`src/rtl/serial_subtractor.sv`:
```
// Bit-serial WIDTH-bit subtractor (A - B, LSB first) framed by a start/busy/done handshake.
// Optional signed-overflow flag is built only when SERIAL_SUB_OVF_EN is defined.
module serial_subtractor #(
  parameter int WIDTH = 8
) (
  input  logic             clk,
  input  logic             rst_n,
  input  logic             start,
  input  logic [WIDTH-1:0] a,
  input  logic [WIDTH-1:0] b,
  output logic             busy,
  output logic             done,
  output logic [WIDTH-1:0] diff,
  output logic             borrow_out,
  output logic             ovf
);

  localparam int CW = $clog2(WIDTH);

  typedef enum logic [1:0] {
    S_IDLE,
    S_SHIFT,
    S_DONE
  } state_t;

  state_t           r_state;
  state_t           w_stateNext;
  logic [WIDTH-1:0] r_sa;
  logic [WIDTH-1:0] r_sb;
  logic [WIDTH-2:0] r_res;
  logic             r_br;
  logic [CW-1:0]    r_cnt;
  logic [WIDTH-1:0] r_diff;
  logic             r_borrow;

  logic             w_half1Diff;
  logic             w_d;
  logic             w_brNext;
  logic             w_last;
  logic [WIDTH-1:0] w_resFull;

  // Two cascaded half subtractors: (sa - sb), then (that - borrow-in).
  assign w_half1Diff = r_sa[0] ^ r_sb[0];
  assign w_d         = w_half1Diff ^ r_br;
  assign w_brNext    = (~r_sa[0] & r_sb[0]) | (~w_half1Diff & r_br);
  assign w_last      = (r_cnt == CW'(WIDTH - 1));
  // The partial result holds WIDTH-1 bits; the current bit completes it.
  assign w_resFull   = {w_d, r_res};

  always_ff @(posedge clk or negedge rst_n) begin
    if (!rst_n) begin
      r_state <= S_IDLE;
    end else begin
      r_state <= w_stateNext;
    end
  end

  always_comb begin
    w_stateNext = r_state;
    unique case (r_state)
      S_IDLE:  if (start) w_stateNext = S_SHIFT;
      S_SHIFT: if (w_last) w_stateNext = S_DONE;
      S_DONE:  w_stateNext = S_IDLE;
      default: w_stateNext = S_IDLE;
    endcase
  end

  always_ff @(posedge clk or negedge rst_n) begin
    if (!rst_n) begin
      r_sa     <= '0;
      r_sb     <= '0;
      r_res    <= '0;
      r_br     <= 1'b0;
      r_cnt    <= '0;
      r_diff   <= '0;
      r_borrow <= 1'b0;
    end else begin
      unique case (r_state)
        S_IDLE: begin
          if (start) begin
            r_sa  <= a;
            r_sb  <= b;
            r_br  <= 1'b0;
            r_cnt <= '0;
          end
        end
        S_SHIFT: begin
          r_sa  <= r_sa >> 1;
          r_sb  <= r_sb >> 1;
          r_br  <= w_brNext;
          r_res <= w_resFull[WIDTH-1:1];
          r_cnt <= r_cnt + CW'(1);
          if (w_last) begin
            r_diff   <= w_resFull;
            r_borrow <= w_brNext;
          end
        end
        default: ;
      endcase
    end
  end

`ifdef SERIAL_SUB_OVF_EN
  logic r_aMsb;
  logic r_bMsb;
  logic r_ovf;

  // Operand signs are kept because the shift registers lose them during the run.
  always_ff @(posedge clk or negedge rst_n) begin
    if (!rst_n) begin
      r_aMsb <= 1'b0;
      r_bMsb <= 1'b0;
      r_ovf  <= 1'b0;
    end else begin
      if (r_state == S_IDLE && start) begin
        r_aMsb <= a[WIDTH-1];
        r_bMsb <= b[WIDTH-1];
      end
      if (r_state == S_SHIFT && w_last) begin
        r_ovf <= (r_aMsb != r_bMsb) && (w_d != r_aMsb);
      end
    end
  end

  assign ovf = r_ovf;
`else
  assign ovf = 1'b0;
`endif

  assign busy       = (r_state != S_IDLE);
  assign done       = (r_state == S_DONE);
  assign diff       = r_diff;
  assign borrow_out = r_borrow;

endmodule
```
`config.mk`:
```
export PLATFORM = sky130hd
export DESIGN_NAME = serial_subtractor
export DESIGN_NICKNAME = d
export VERILOG_FILES = /design/src/rtl/serial_subtractor.sv
export SDC_FILE = /design/constraint.sdc
export NUM_CORES = 1
export LEC_CHECK = 0
export BUFFER_PORTS_ARGS = -buffer_cell sky130_fd_sc_hd__buf_2
export CORE_MARGIN = 5
export CORE_UTILIZATION = 48
export CTS_BUF_LIST = sky130_fd_sc_hd__clkbuf_2
export CTS_CLUSTER_SIZE = 30
export DETAILED_ROUTE_END_ITERATION = 10
export GPL_TIMING_DRIVEN = 0
export MAX_ROUTING_LAYER = met4
export PLACE_DENSITY_LB_ADDON = 0.3
export SETUP_SLACK_MARGIN = 0.4
export SYNTH_ARGS = -nofsm -noshare
export SYNTH_HDL_FRONTEND = slang
export SYNTH_SLANG_ARGS = --single-unit
```
`constraint.sdc`:
```
create_clock -name clk -period 2.2 [get_ports clk]
set_input_delay 0.11 -clock clk [delete_from_list [all_inputs] [get_ports clk]]
set_output_delay 0.11 -clock clk [all_outputs]
set_load 0.01 [all_outputs]
```
### After elaboration in Yosys (flattened, before gate mapping)

Index checks and enable logic that the tools add are counted.

* bits in registers: 38
* bits in latches: 0
* bits in writable memories: 0
* memory bits (read-only): 0
* input port bits: 19
* output and inout port bits: 12
* word-level logic and storage cells: 38
* memories kept: 0

* add/sub/neg operators: 1
* multipliers: 0
* div/mod/pow operators: 0
* magnitude comparators: 0
* equality and inequality tests: 5
* shift-type cells: 0
* muxes and demuxes: 11
* bitwise logic cells: 7
* reductions and logical operators: 6

Operators with widths (number)
* $pmux W8 S2: 2
* $mux W8: 2
* $pmux W3 S2: 1
* $reduce_and A2 Y1: 3
* $mux W2: 2
* $ne A2 B2 Y1 const B: 2
* $pmux W2 S2: 1
* $reduce_bool A2 Y1: 2
* $add A3 B1 Y3 const B: 1
* $eq A3 B3 Y1 const B: 1
* $mux W3: 1
* $and A1 B1 Y1: 2
* $eq A2 B1 Y1 const B: 1
* $eq A2 B2 Y1 const B: 1
* $logic_not A2 Y1: 1
* $not A1 Y1: 2
* $pmux W1 S2: 1
* $xor A1 B1 Y1: 2
* $mux W1: 1
* $or A1 B1 Y1: 1

### Depth between registers and ports, before layout

* depth in word-level cells: 5
* gate-level depth with buffers: 5
* depth with buffers taken out: 4

### Least setup slack after synthesis

OpenSTA, ideal clock, no wires.

* kind: register -> register
* from: register r_cnt[0]
* to: register r_diff[0], in the netlist diff[0]
* library setup time: 0.125 ns
* arrival time: 1.359 ns
* required time: 2.075 ns
* slack: 0.716 ns
* cell stages (with the launch flop): 6
* clock period less this slack: 1.484 ns
* path through: dfrtp_1 > ha_1 > ha_1 > nand3b_1 > buf_2 > mux2_2

* word-level cells in the longest chain between the ends: 2

Ends and longest elaborated chain
* start: declaration: line 32 `logic [CW-1:0] r_cnt;`
* start signal: assignment: line 92 `r_cnt <= r_cnt + CW'(1);`
* $eq A3 B3 Y1: line 46 `assign w_last = (r_cnt == CW'(WIDTH - 1));`
* $reduce_and A2 Y1 (no source line)
* end signal: assignment: line 94 `r_diff <= w_resFull;`
* end: declaration: line 33 `logic [WIDTH-1:0] r_diff;`

Every way passes these cells.
A chain may end at the register's enable or synchronous reset.

### Worst setup path in the final report

* from: register r_state[0]
* to: output port busy

* word-level cells in the longest chain between the ends: 1

Ends and longest elaborated chain
* start: declaration: line 26 `state_t r_state;`
* start signal: assignment: line 54 `r_state <= w_stateNext;`
* $reduce_bool A2 Y1: line 130 `assign busy = (r_state != S_IDLE);`
* end: declaration: line 11 `output logic busy,`

Every way passes these cells.

==> reports/summary.txt <==
=================================================================================
Status                                                               complete, no violations
Critical path buffers and inverters                                             2
Part of the Yosys area used for sequential elements                         0.542
Core utilization of the finished layout                                     0.570
Setup repair after global routing missed its margin                            no
Worst-case reg-to-reg path depth                                                5
Fraction of final layout cells sized beyond drive strength 1                0.372
Fill cells                                                                    334
Number of DRC markers after the initial detailed-route iteration               60
Hold path startpoint                                                         a[6]
Hold crit path type                                                  input port to flip-flop
Most common cell after layout, fill and taps aside                   sky130_fd_sc_hd__dfrtp_1
Worst setup endpoint                                                         busy
H-tree Lvls                                                                     2
Syn Area/Cell                                                           12.5 um^2
Avg Vias per Cell                                                            5.22
Pre-CTS setup slack                                                        596 ps
CP Launch Point                                                        r_state[0]
Post-synth net total                                                          162
Setup slack after layout                                                   584 ps
Flops & latches, synth                                                         38
Max Root-Sink Buffers                                                           2
Effective utilization at floorplan                                          0.486
Fraction of the cycle the final worst path needs                            0.734
Flop pwr share                                                              0.447
Yosys Warn Count                                                                0
Net Switching                                                              905 uW
Final estimated routing congestion in global placement                      0.795
Leading register cell type out of synthesis                          sky130_fd_sc_hd__dfrtp_1
Number of antenna violations at the first check in global routing               0
Wire length per cell after detailed routing                               14.3 um
First-pass GRT wire length                                                5950 um
Startpoint class of the critical path                                   flip-flop
Die area                                                             0.00496 mm^2
Inserted Diodes                                                                 0
P_leak                                                                   0.964 nW
Biggest fanout along the worst timing path                                     10
Critical Path Sink Type                                               output port
Total power                                                               2.72 mW
Number of instances in the synthesized netlist                                140
Cell with the largest stage delay on the worst path                  sky130_fd_sc_hd__dfrtp_1
Worst EP required                                                         2090 ps
Cell-internal power                                                       1.81 mW
Pins over their slew limit                                                      0
Worst reg2reg startpoint                                                 r_cnt[0]
Power density of the placed cells                                    1320 mW/mm^2
Fraction of power consumed by the clock network                             0.155
Drt pass-1 iters                                                                4
Root cell of the clock tree                                          sky130_fd_sc_hd__clkbuf_2
Number of enable-type register cells in the synthesized netlist                 0
Layout Nets                                                                   201
Growth of design area from synthesis to finish                              17.1%
Worst path max stage delay                                                 480 ps
Distinct cell type count after synthesis                                       31
Final instance area                                                  0.00205 mm^2
Final antenna-violating net count                                               0
Total number of placement rows                                                 22
Area inside the core boundary                                        0.00361 mm^2
End of the worst register-to-register path                                diff[2]
Area after DPL                                                       0.00196 mm^2
Fraction of registers with async set/reset                                   1.00
Clock slew at reported path FFs                                            170 ps
# port buffers                                                                 29
Number of CTS-inserted buffers                                                  5
Total via count in the routed design                                         1191
Source-to-sink clock delay at the later pin of the worst-skew pair         390 ps
Number of clock sinks seen by CTS                                              38
FMAX                                                                      619 MHz
Final HPWL from detailed placement                                        2260 um
Total of max-cap violations                                                     0
Post-Syn Area                                                        0.00175 mm^2
Num ports                                                                      31
CP arrival                                                                1510 ps
Sum of negative setup slack                                                  0 ps
GR Util All Layers                                                          0.159
Final-report setup violation count                                              0
Number of endpoints with negative hold slack in the final report                0
Detailed-route DRC error count                                                  0
Max-slew headroom at the worst pin                                          0.433
Crit path kind                                                       flip-flop to output port
Maximum number of pins on one net before global-route repair                   39
Critical path depth                                                             3
Register cell area after layout                                          951 um^2
Die width                                                                 70.5 um
Maximum VDD drop                                                         0.553 mV
CTS tree                                                                    built
Post-CTS setup repair buffer count                                              0
Global-route congestion overflow total                                          0
CP cell instances                                                    buf_4, or2_2, buf_2
Via count of the first global-routing pass                                   1261
Clock Skew                                                                12.4 ps
Combinational Power Share                                                   0.398
Top cell family by delay on the critical path                          flip-flops
Commonest cells after routing, fill and taps aside                   38 x sky130_fd_sc_hd__dfrtp_1, 35 x sky130_fd_sc_hd__buf_2, 14 x sky130_fd_sc_hd__inv_1, 14 x sky130_fd_sc_hd__mux2_2
Worst reg2reg setup slack                                                  600 ps
Die Height                                                                70.5 um
Area used by multi-input combinational logic                             683 um^2
Fraction of power spent switching nets                                      0.333
Slew at the pin closest to its max-slew limit                              850 ps
Routed wire length                                                        3260 um
Minimum clock period                                                      1620 ps
=================================================================================
## worst min path at each step
stage                       endpoint  slack, ps  cells past startpoint
after floorplan           borrow_out       -190                      0
after global routing         r_sa[6]         30                      3
after global placement       diff[1]        240                      1
final                        r_sa[6]         70                      3
after detailed placement     diff[1]        260                      1
after CTS                    r_sa[6]         40                      3
## cells by family after synthesis
logic type / count (synthesis) / share of synthesized area
AO/OA/AOI/OAI: 22 / 0.104
adder cells (fa/ha/maj): 3 / 0.0257
buffers and inverters: 25 / 0.0685
flip-flops: 38 / 0.542
multiplexers: 17 / 0.108
other: 1 / 0.00214
AND/OR/NAND/NOR: 34 / 0.150
## cells in the mapped netlist (all sizes together) (2+ instances only)
library cell | count | area share
inv | 14 | 0.030
mux2i | 2 | 0.011
a211oi | 11 | 0.047
or4b | 3 | 0.017
o221a | 3 | 0.019
nand2 | 3 | 0.0064
a22o | 2 | 0.010
nor4b | 11 | 0.055
ha | 2 | 0.014
buf | 10 | 0.036
dfrtp | 38 | 0.54
mux2 | 15 | 0.096
nor3b | 11 | 0.047
## power by group through the flow
stage	registers (mW)	clock network (mW)	logic (mW)
6_report	1.21	0.420	1.08
5_1_grt	1.27	0.462	1.24
4_1_cts	1.22	0.436	1.11
3_5_place_dp	1.23	0	1.10
3_3_place_gp	1.22	0	1.06
2_1_floorplan	1.23	0	0.782
## per-stage QoR
step / hold slack [ps] / cells
6_report: 68.2 / 228
5_1_grt: 27.0 / 228
4_1_cts: 40.9 / 228
3_5_place_dp: 258 / 217
3_3_place_gp: 241 / 217
2_1_floorplan: -186 / 140
## registers in the layout, indices dropped and copies added, names as in the netlist
register,count
r_br,1
r_res,7
r_state,2
diff,8
r_sb,8
r_cnt,3
borrow_out,1
r_sa,8
## tightest hold or removal path: stages
cell	delay, ps
sky130_fd_sc_hd__buf_2	70
sky130_fd_sc_hd__or4b_1	90
sky130_fd_sc_hd__o221a_2	160
## what timing repair did
| action | 4_1_cts | 5_1_grt |
|---|---|---|
| hold endpoints to repair | 40 | 0 |
| gates resized for setup | 0 | 0 |
| hold buffers | 3 | 0 |
## final cells by class
cell class / instances / area share
Multi-Input combinational cell: 77 / 0.333
Clock inverter: 1 / 0.0146
Timing Repair Buffer: 32 / 0.0853
Sequential cell: 38 / 0.463
Inverter: 14 / 0.0256
Tap cell: 48 / 0.0292
Clock buffer: 7 / 0.0171
Buffer: 11 / 0.0329
## routing by layer
layer / track usage / part of all wire / wire length [um]
met5: - / 0 / 0
met4: 0.0766 / 0.020 / 65
met3: 0.0504 / 0.054 / 176
met2: 0.225 / 0.48 / 1550
met1: 0.206 / 0.45 / 1470
Power figures use the tool's default switching activity.
